===== config.mk =====
export PLATFORM = sky130hd
export DESIGN_NAME = rd_stream_fwft
export DESIGN_NICKNAME = d
export VERILOG_FILES = /design/src/rtl/rd_stream_fwft.sv
export SDC_FILE = /design/constraint.sdc
export NUM_CORES = 1
export LEC_CHECK = 0
export BUFFER_PORTS_ARGS = -buffer_cell sky130_fd_sc_hd__buf_2
export CAP_MARGIN = 20
export CORE_AREA = 2 2 54 56
export CTS_CLUSTER_DIAMETER = 30
export DETAILED_ROUTE_END_ITERATION = 16
export DIE_AREA = 0 0 56 58
export GPL_ROUTABILITY_DRIVEN = 1
export PLACE_DENSITY = 0.71
export SLEW_MARGIN = 20
export SYNTH_ARGS = -nofsm -noshare
export SYNTH_HDL_FRONTEND = slang
export SYNTH_SLANG_ARGS = --single-unit

===== constraint.sdc =====
create_clock -name rd_clk_i -period 2.95 [get_ports rd_clk_i]
set_clock_uncertainty 0.1 [all_clocks]
set_input_delay 0.4425 -clock rd_clk_i [delete_from_list [all_inputs] [get_ports rd_clk_i]]
set_output_delay 0.4425 -clock rd_clk_i [all_outputs]
set_load 0.01 [all_outputs]

===== src/rtl/rd_stream_fwft.sv =====
`timescale 1ns/1ps
// Converts a request / registered-RAM FIFO read port into a first-word-fall-through
// valid/ready stream, buffering up to two words in a head register and a skid register.
module rd_stream_fwft #(
    parameter int DWIDTH = 8
) (
    input  logic              rd_clk_i,
    input  logic              aclr_i,
    input  logic              fifo_empty_i,
    input  logic [DWIDTH-1:0] fifo_q_i,
    output logic              fifo_rd_req_o,
    output logic [DWIDTH-1:0] m_data_o,
    output logic              m_valid_o,
    input  logic              m_ready_i,
    output logic [1:0]        m_level_o,
    output logic              ovf_o
);

    typedef enum logic [1:0] {
        EMPTY = 2'd0,
        ONE   = 2'd1,
        TWO   = 2'd2
    } level_t;

    level_t            level;
    logic              inflight;
    logic [DWIDTH-1:0] head;
    logic [DWIDTH-1:0] skid;
    logic              ovf;
    logic              pop;
    logic [2:0]        occupancy;

    assign m_valid_o = (level != EMPTY);
    assign pop       = m_valid_o & m_ready_i;

    // A pop implies level >= 1, so the subtraction can never wrap below zero.
    assign occupancy     = {1'b0, level} + {2'b00, inflight} - {2'b00, pop};
    assign fifo_rd_req_o = aclr_i & ~fifo_empty_i & (occupancy < 3'd2);

    assign m_data_o  = head;
    assign m_level_o = level;
    assign ovf_o     = ovf;

    always_ff @(posedge rd_clk_i or negedge aclr_i) begin
        if (!aclr_i) begin
            // NOTE: head/skid are plain registers, not a memory array, so they can take the async clear cheaply.
            level    <= EMPTY;
            inflight <= 1'b0;
            head     <= '0;
            skid     <= '0;
            ovf      <= 1'b0;
        end else begin
            // NOTE: non-blocking throughout so every branch sees the pre-edge level/head/skid.
            inflight <= fifo_rd_req_o;
            case (level)
                EMPTY: begin
                    if (inflight) begin
                        level <= ONE;
                        head  <= fifo_q_i;
                    end
                end
                ONE: begin
                    if (inflight && pop) begin
                        head <= fifo_q_i;
                    end else if (inflight) begin
                        level <= TWO;
                        skid  <= fifo_q_i;
                    end else if (pop) begin
                        level <= EMPTY;
                    end
                end
                TWO: begin
                    if (pop) begin
                        head <= skid;
                        if (inflight) begin
                            skid <= fifo_q_i;
                        end else begin
                            level <= ONE;
                        end
                    end else if (inflight) begin
                        // No free slot: drop the word and flag it until reset.
                        ovf <= 1'b1;
                    end
                end
                default: level <= EMPTY;
            endcase
        end
    end

endmodule


# Word-level counts from Yosys, hierarchy flattened
# Index checks and enable logic that the tools add are counted.
# word_totals
ff_bits,20
wordCells,45
inputBits,12
output_inout_bits,13
latch_bits,0
mem_bits_ro,0
ram_bits,0
memories,0
# classes
bitwise_logic,5
magnitude_cmp,1
div,0
n_mul,0
addsub,2
n_reduce_logical,9
shifts,0
mux,15
eq_ne,8
# op_table
op,n
two-way mux 8 bit,6
case mux 8 bit (3 select lines),1
case mux 8 bit (2 select lines),1
two-way mux 2 bit,6
"!= test 2 bit, second input constant",5
case mux 2 bit (3 select lines),1
AND reduction 3 bit,2
AND reduction 5 bit,1
AND reduction 4 bit,1
nonzero test 2 bit,2
adder 2 x 1 -> 3 bit,1
bitwise AND 1 bit,3
"< comparator 3 x 2 -> 1 bit, second input constant",1
"!= test 3 bit, second input constant",1
nonzero test 3 bit,1
subtractor 3 x 1 -> 3 bit,1
"equality test 2 x 1 -> 1 bit, second input constant",1
"equality test 2 bit, second input constant",1
zero test 2 bit,1
NOT 1 bit,2
logical AND 1 bit,1

# Logic depth before layout (Yosys ltp)
# Gate-level depths: netlist (run 1).
# depth
depth_word,6
ltp_mapped,8
depth_no_buf,7

# Worst setup path before layout (run 1)
# Ideal clock, no wire load.
# synth_timing
path_kind,register to output
startpoint,register level[1] (netlist: m_level_o[1])
endpoint,output fifo_rd_req_o
path_stages_with_launch,9
setup_slack_ps,387
required_ps,2408
arrival_ps,2020
n_path_buf,1
cell_sequence,dfrtp_1 buf_6 or2_2 nand2_1 ha_1 nand2_1 fa_1 xor2_1 nor3_1
# synth_between
elab_chain_len,5
elab_cells_between_ends,6
classes_between,2 x add/sub; 1 x order compare; 2 x bitwise; 1 x reduce/logical
# synth_lines
item,line,text
"start, declared",25,level_t level;
"start signal, assigned",47,level <= EMPTY;
"start signal, assigned",58,level <= ONE;
"start signal, assigned",66,level <= TWO;
nonzero test 2 bit,33,assign m_valid_o = (level != EMPTY);
via m_valid_o,13,"output logic m_valid_o,"
bitwise AND 1 bit,34,assign pop = m_valid_o & m_ready_i;
subtractor 3 x 1 -> 3 bit,37,"assign occupancy = {1'b0, level} + {2'b00, inflight} - {2'b00, pop};"
< comparator 3 x 2 -> 1 bit,38,assign fifo_rd_req_o = aclr_i & ~fifo_empty_i & (occupancy < 3'd2);
bitwise AND 1 bit,38,
"end, declared",11,"output logic fifo_rd_req_o,"
# The timed path passes the listed nets, and every way through them passes these cells.

# Worst setup path after layout (run 1)
# layout_timing
startpoint,register level[0] (netlist: m_level_o[0])
endpoint,output fifo_rd_req_o
# layout_between
elab_chain_len,5
elab_cells_between_ends,6
classes_between,2 x add/sub; 1 x order compare; 2 x bitwise; 1 x reduce/logical
# layout_lines
item,line
"parallel branches: the longest is 2 deep, another holds adder 2 x 1 -> 3 bit",n/a
subtractor 3 x 1 -> 3 bit (*),37
< comparator 3 x 2 -> 1 bit (*),38
bitwise AND 1 bit (*),38
# Mark *: on every way between the ends.

==> impl_metrics.ini, run 1 <==
[sta]
max_freq_mhz = 370
finalSetupViolCount = 0
hold_violations = 0
max_slew_margin = 0.745
whs_ns = 0.0205
fin_crit_ns = 2.70
setup_tns_ns = 0
tightestPinTransition_ns = 0.382
period_share = 0.916
rsz0062_at_grt = no
drv_slew = 0

[synthesis]
synthXorXnorAreaFrac = 0.00787
ys_top_cells_by_area = dfrtp_1 (45%), mux2_4 (22%), mux2_2 (6.1%), o2bb2ai_4 (2.5%), ha_1 (2.2%)
synth-compound-area-share = 0.0685
yosys.area_share.adder = 0.0404
muxShareOfSynthArea = 0.306
synth_area_um2 = 1110
syn_avg_cell_area_um2 = 14.8
synthSimpleGateAreaFrac = 0.0787
yosysTopAreaCell = dfrtp_1
synth-seq-cells = 20
syn-num-nets = 90
synth_seq_area_share = 0.449
ys_types = 30
synth_top_family_by_area = multiplexers
netlist.area_leader.share = 0.449
syn_inst = 75
ys_warn_count = 0

[floorplanning]
dieArea_um2 = 3250
rows = 19
core_um2 = 2660
die_w_um = 56
start_util = 0.418
die_h_um = 58
pin_count = 25

[routing]
drc_errors = 0
met1_length_um = 812
drt_iter0_markers = 11
route.top_layer_used = met4
ant_nets = 0
firstDrtPassIters = 2
met3_length_um = 124
wl_met2_um = 858
wl_per_cell_um = 13.7
drt_wl_total_um = 1820
viasPerCell = 5.06
vias = 673

[layout]
nFillCells = 243
layout-drive-gt1-share = 0.598
nets = 118
num_antenna_cells = 0
utilization = 0.490
area_delta_synth_final_pct = 17.2
layout_common_cells = buf_2 (24), dfrtp_1 (20), mux2_4 (16), mux2_2 (6)
final_common_cell = buf_2

[run]
cap_violations = 0

[placed_design]
place_hpwl_um = 1390
io_buffers = 24
routabilityCongestion = 0.848

[setup_path]
startpoint_type = register
critPathRequiredTime_ns = 2.41
endpoint_kind = output port
crit_type = register to output port
arrival_ns = 2.16
critPathMaxFanout = 3

[clock_network]
htree_levels = 1
clock_path_buffers = 2
cts_buffers = 3
clk_latency_ns = 0.29
cts_tree = yes
cts_root_buffer = clkbuf_4
cts.sinks = 20
clk_pin_slew_ns = 0.12

[global_route]
grt_pass1_wl_um = 3130
grt_max_degree = 21
gr-total-overflow = 0
grt_use_total = 0.125
grt_pass1_vias = 694
antenna_found_initial = 0

[pwr]
ir_drop_mv = 0.760
leakage_uw = 0.000635
cellPowerDensity_nw_per_um2 = 908
power_uw = 1180

[outcome]
outcome = completed

[hold_path]
min_path_type = primary input to async pin
==> power breakdown <==
| group | internal (uW) | total (uW) | switching, uW |
|---|---|---|---|
| combinational | 282 | 494 | 212 |
| sequential | 400 | 468 | 68.0 |
| clock | 137 | 224 | 86.2 |
==> timing repair <==
item,4_1_cts,5_1_grt
hold endpoints to repair,0,0
hold buffers,0,0
resized for setup,0,1
endpoints found under the setup margin,0,1
buffers inserted,0,0
==> cell usage after synthesis <==
cell type / n
a21o_2: 1
a21oi_1: 1
a22oi_1: 1
and2_1: 1
and2b_2: 1
and3b_1: 1
buf_12: 1
buf_2: 1
buf_6: 2
dfrtp_1: 20
fa_1: 1
ha_1: 2
inv_1: 2
mux2_1: 2
mux2_2: 6
mux2_4: 16
mux2i_1: 1
nand2_1: 3
nand3_1: 1
nor2_1: 1
nor2b_1: 1
nor2b_4: 1
nor3_1: 1
nor3b_2: 1
o21ai_0: 1
o21ai_4: 1
o22ai_1: 1
o2bb2ai_4: 1
or2_2: 1
xor2_1: 1
==> cells by family (layout without fill, tap and decap cells) <==
kind of cell | after synthesis | after routing
AOI/OAI and AO/OA | 7 | 7
xor gates and xnor gates | 1 | 1
and+or+nand+nor | 13 | 13
adders and majority gates | 3 | 3
DFF | 20 | 20
buffers and inverters | 6 | 33
muxes | 25 | 25
==> worst paths after layout <==
path                                  to    startpoint  slack (ns)  cells after the start
min in group rd_clk_i           inflight  fifo_empty_i        0.20                      2
setup reg to reg                inflight  m_level_o[0]        1.06                      7
hold / removal               m_data_o[7]        aclr_i        0.02                      2
setup / recovery           fifo_rd_req_o  m_level_o[0]        0.25                      8
hold reg to reg                    ovf_o         ovf_o        0.37                      1
max in group asynchronous        skid[5]        aclr_i        2.51                      2
==> registers in the layout, summed over array words and instances, names as in the netlist <==
register   flops
inflight       1
m_data_o       8
m_level_o      2
ovf_o          1
skid           8
==> routing by layer <==
metal | vias up | global-route usage
met2 | 23 | 0.205
met5 | - | 0
met4 | 0 | 0.0306
met1 | 331 | 0.151
li1 | 315 | -
met3 | 4 | 0.0580
==> through the flow <==
step | instances | instance area (um^2) | setup WS, ns
finish | 133 | 1310 | 0.247
global route | 133 | 1310 | 0.0677
CTS | 133 | 1300 | 0.179
detailed placement | 129 | 1250 | 0.426
global placement | 129 | 1250 | 0.493
floorplan | 75 | 1110 | 0.387
==> layout make-up <==
| cell class | count | area (um^2) | area share |
|---|---|---|---|
| multi-input cells | 49 | 563 | 0.431 |
| flip-flops and latches | 20 | 500 | 0.384 |
| repair buffers | 27 | 143 | 0.109 |
| well taps | 31 | 38.8 | 0.0297 |
| clock inverters | 1 | 30.0 | 0.0230 |
| clock buffers | 3 | 22.5 | 0.0173 |
| inverters | 2 | 7.51 | 0.00575 |
==> critical path, cell delays in order (launching register included) <==
cell and delay, ns:
dfrtp_1 0.39, or2_2 0.32, nand2_1 0.10, ha_1 0.13, nand2_1 0.06, fa_1 0.38, xor2_1 0.16, nor3_2 0.17
buf_2 0.15
(Power assumes the default switching activity.)
==> inputs of run 2 (changes only) <==
--- a/config.mk
+++ b/config.mk
@@ -12,7 +12,7 @@
 export DETAILED_ROUTE_END_ITERATION = 16
 export DIE_AREA = 0 0 56 58
 export GPL_ROUTABILITY_DRIVEN = 1
-export PLACE_DENSITY = 0.71
+export PLACE_DENSITY = 0.65
 export SLEW_MARGIN = 20
 export SYNTH_ARGS = -nofsm -noshare
 export SYNTH_HDL_FRONTEND = slang
==> run 2 against run 1 <==
  * Final cell count stayed put
  * Register-to-register slack hardly changed
  * Sequential power hardly changed
  * Via count is 1.2% lower
  * Critical endpoint unchanged
==> impl_metrics.ini, run 2 (same netlist as run 1, synthesis figures left out) <==
[outcome]
outcome = completed

[pwr]
ir_drop_mv = 0.515
cellPowerDensity_nw_per_um2 = 847
leakage_uw = 0.000625

[layout]
layout-drive-gt1-share = 0.588
area_delta_synth_final_pct = 15.4
utilization = 0.483
num_antenna_cells = 0
final_common_cell = buf_2
layout_common_cells = buf_2 (24), dfrtp_1 (20), mux2_4 (16), mux2_2 (6)
finalInstanceArea_um2 = 1280
nFillCells = 253
nets = 119

[global_route]
gr-total-overflow = 0
grt_use_total = 0.127
grt_pass1_vias = 701
antenna_found_initial = 0
grt_pass1_wl_um = 3190
grt_max_degree = 22

[clock_network]
htree_levels = 1
clk_pin_slew_ns = 0.10
postCtsSetupRepairBufs = 0
cts_buffers = 3
clk_latency_ns = 0.30
cts_root_buffer = clkbuf_4
clock_path_buffers = 2
cts_tree = yes
cts.sinks = 20

[floorplanning]
pin_count = 25
die_h_um = 58
core_um2 = 2660
rows = 19
start_util = 0.418
die_w_um = 56
dieArea_um2 = 3250

[setup_path]
endpoint_kind = output port
crit_type = register to output port
critPathRequiredTime_ns = 2.41
startpoint_type = register
rrSetupSlack_ns = 1.07
arrival_ns = 2.16
regToRegStartpoint = m_level_o[0]
critPathMaxFanout = 3
timing.rr.end = inflight
r2r_cells = 7

[routing]
drt_wl_total_um = 1830
viasPerCell = 5.00
wl_per_cell_um = 13.7
vias = 665
drc_errors = 0
ant_nets = 0
firstDrtPassIters = 4
drt_iter0_markers = 5

[hold_path]
hold-path-cell-count = 2
worstHoldStart = fifo_empty_i
min_path_type = primary input to register
hold_end = inflight

[sta]
period_share = 0.917
rsz0062_at_grt = no
max_freq_mhz = 370
max_slew_margin = 0.736
hold_violations = 0
finalSetupViolCount = 0
drv_slew = 0
fin_crit_ns = 2.70
timing.final.ws_setup_ns = 0.246
whs_ns = 0.191
tightestPinTransition_ns = 0.395
setup_tns_ns = 0

[placed_design]
place_ws_ns = 0.413
post_dp_cell_area_um2 = 1250
routabilityCongestion = 0.724
place_hpwl_um = 1330
io_buffers = 24

[run]
cap_violations = 0
-- run 2: final cells by class --
class / instances / area [um^2] / share of cell area
Tap cell: 31 / 38.8 / 0.0302
Clock buffer: 3 / 22.5 / 0.0175
Multi-Input combinational cell: 49 / 563 / 0.438
Sequential cell: 20 / 500 / 0.389
Inverter: 2 / 7.51 / 0.00584
Timing Repair Buffer: 28 / 153 / 0.119
-- run 2: metrics by stage --
step / cells / total power (uW)
2_1_floorplan: 75 / 835
3_3_place_gp: 129 / 956
3_5_place_dp: 129 / 972
4_1_cts: 133 / 1100
5_1_grt: 133 / 1170
6_report: 133 / 1090
-- run 2: what timing repair did --
action / in CTS / in global routing
hold buffers: 1 / 0
resized for setup: 0 / 1
endpoints found under the hold margin: 20 / 0
endpoints found under the setup margin: 0 / 1
-- run 2: worst max path at each step --
stage,from,endpoint,cells past startpoint
2_1_floorplan,m_level_o[1],fifo_rd_req_o,8
3_3_place_gp,m_ready_i,fifo_rd_req_o,8
3_5_place_dp,m_ready_i,fifo_rd_req_o,8
4_1_cts,m_level_o[0],fifo_rd_req_o,8
5_1_grt,m_level_o[0],fifo_rd_req_o,8
6_report,m_level_o[0],fifo_rd_req_o,8
-- run 2: critical path, stage by stage, from the launching register on --
cell and delay, ns:
dfrtp_1 0.39, or2_2 0.32, nand2_1 0.10, ha_1 0.12, nand2_1 0.06, fa_1 0.38
xor2_1 0.16, nor3_2 0.17, buf_2 0.16
-- run 2: metal layers --
| layer | GRT usage | vias up | part of all wire |
|---|---|---|---|
| met5 | 0 | - | 0 |
| met4 | 0.0510 | 0 | 0.0077 |
| met3 | 0.0424 | 2 | 0.056 |
| met2 | 0.208 | 22 | 0.49 |
| met1 | 0.156 | 326 | 0.44 |
| li1 | - | 315 | - |
-- run 2: where the power goes --
| group | internal [uW] | switching [uW] |
|---|---|---|
| logic | 282 | 214 |
| registers | 400 | 66.7 |
| clock network | 47.6 | 78.9 |
| total | 729 | 359 |
==> inputs of run 3 (changes only) <==
--- a/config.mk
+++ b/config.mk
@@ -12,7 +12,6 @@
 export DETAILED_ROUTE_END_ITERATION = 16
 export DIE_AREA = 0 0 56 58
 export GPL_ROUTABILITY_DRIVEN = 1
-export PLACE_DENSITY = 0.65
 export SLEW_MARGIN = 20
 export SYNTH_ARGS = -nofsm -noshare
 export SYNTH_HDL_FRONTEND = slang
==> run 3 against run 2 <==
  * Register-to-register slack got worse by 0.03 ns
  * Clock-buffer cell count unchanged
  * Critical path depth did not move
  * Largest power group unchanged
  * Power down 0.14%
  * Non-clock buffer count is 1 lower
  * Cell area shrank 1.2%
  * Critical endpoint unchanged
  * Final cell count is 0.75% lower
  * Sequential share of layout area increased by 0.46 points
  * Highest routed layer unchanged
  * Worst hold slack lost 0.17 ns
  * Core utilization is 0.56 points lower
  * Clock power hardly changed
==> impl_metrics.ini, run 3 (same netlist as run 1, synthesis figures left out) <==
[global_route]
antenna_found_initial = 0
grt_pass1_vias = 664
grt_max_degree = 21
gr-total-overflow = 0
grt_use_total = 0.132
grt_pass1_wl_um = 3250

[placed_design]
io_buffers = 24
place_inst = 129
place_hpwl_um = 1350
routabilityCongestion = 0.805

[floorplanning]
die_h_um = 58
dieArea_um2 = 3250
start_util = 0.418
pin_count = 25
rows = 19
core_um2 = 2660
die_w_um = 56

[setup_path]
timing.rr.end = inflight
regToRegStartpoint = m_level_o[0]
crit_buf_inv = 1
arrival_ns = 2.17
critPathLaunch = m_level_o[0]
startpoint_type = register
cp_cell_sequence = or2_2, nand2_1, ha_1, nand2_1, fa_1, xor2_1, nor3_1, buf_2
rrSetupSlack_ns = 1.04
endpoint_kind = output port
crit_type = register to output port
crit_top_cell = nand2_1
critPathMaxFanout = 3
max_stage_delay_ns = 0.38
r2r_cells = 7
slowest_stage = dfrtp_1
critPathRequiredTime_ns = 2.41
cp_top_family = simple AND/OR/NAND/NOR gates
cp.depth = 8
endpoint = fifo_rd_req_o

[clock_network]
postCtsSetupRepairBufs = 0
cts-resized-gates = 0
cts_buffers = 3
clk_pin_slew_ns = 0.11
postCtsHoldBufs = 0
cts.sinks = 20
cts_root_buffer = clkbuf_4
clock_path_buffers = 2
cts_tree = yes
clk_latency_ns = 0.29
htree_levels = 1

[hold_path]
min_path_type = primary input to async pin

[routing]
ant_nets = 0
drt_iter0_markers = 11
drc_errors = 0
wl_per_cell_um = 14.2
drt_wl_total_um = 1870
firstDrtPassIters = 4
vias = 682
viasPerCell = 5.17

[sta]
period_share = 0.921
finalSetupViolCount = 0
max_freq_mhz = 368
hold_violations = 0
fin_crit_ns = 2.72
max_slew_margin = 0.730
drv_slew = 0
tightestPinTransition_ns = 0.404
rsz0062_at_grt = no
setup_tns_ns = 0

[outcome]
outcome = completed

[layout]
layout-drive-gt1-share = 0.584
final_common_cell = buf_2
num_antenna_cells = 0
nets = 118
fin_cells = 132
nFillCells = 268
area_delta_synth_final_pct = 14.0
layout_common_cells = buf_2 (24), dfrtp_1 (20), mux2_4 (16), mux2_2 (6)

[pwr]
leakage_uw = 0.000619
cellPowerDensity_nw_per_um2 = 856
ir_drop_mv = 0.521

[run]
cap_violations = 0
[run 3: per-layer routing]
metal,wire length (um),vias to the layer above,share of wire,GRT usage
li1,-,313,-,-
met1,825,349,0.44,0.164
met2,917,18,0.49,0.222
met3,108,2,0.058,0.0424
met4,17,0,0.0091,0.0408
met5,0,-,0,0
[run 3: metrics by stage]
stage          hold WS, ns  utilization  worst slack (ns)  power [uW]  instance area [um^2]
2_1_floorplan       0.0469            -             0.387         835                  1110
3_3_place_gp         0.345        0.469             0.488         956                  1250
3_5_place_dp         0.346        0.469             0.436         977                  1250
4_1_cts             0.0330        0.477             0.202        1100                  1270
5_1_grt             0.0462        0.477           0.00192        1180                  1270
6_report            0.0257        0.477             0.233        1090                  1270
[run 3: how the worst min path moves through the flow]
stage / endpoint / cells past startpoint
floorplan: inflight / 0
global placement: ovf_o / 1
detailed placement: ovf_o / 1
CTS: m_data_o[7] / 2
global route: m_level_o[0] / 2
finish: skid[7] / 2
[run 3: where the power goes]
part / total, uW / internal (uW) / switching (uW)
Sequential: 467 / 400 / 67.1
Combinational: 495 / 281 / 214
Clock: 125 / 47.5 / 77.5
Total: 1090 / 729 / 359
[run 3: area by class of cell]
cell class / instances / area (um^2) / share of cell area
multi-input cells: 49 / 558 / 0.439
repair buffers: 27 / 143 / 0.112
flip-flops and latches: 20 / 500 / 0.394
well taps: 31 / 38.8 / 0.0305
clock buffers: 3 / 22.5 / 0.0177
inverters: 2 / 7.51 / 0.00591
[run 3: worst reg2reg max path, cell delays in order (launching register included)]
cell and delay, ns:
dfrtp_1 0.38, or2_2 0.32, nand2_1 0.10, ha_1 0.13
nand2_1 0.06, fa_1 0.38, xor2_1 0.15, nor3_1 0.20
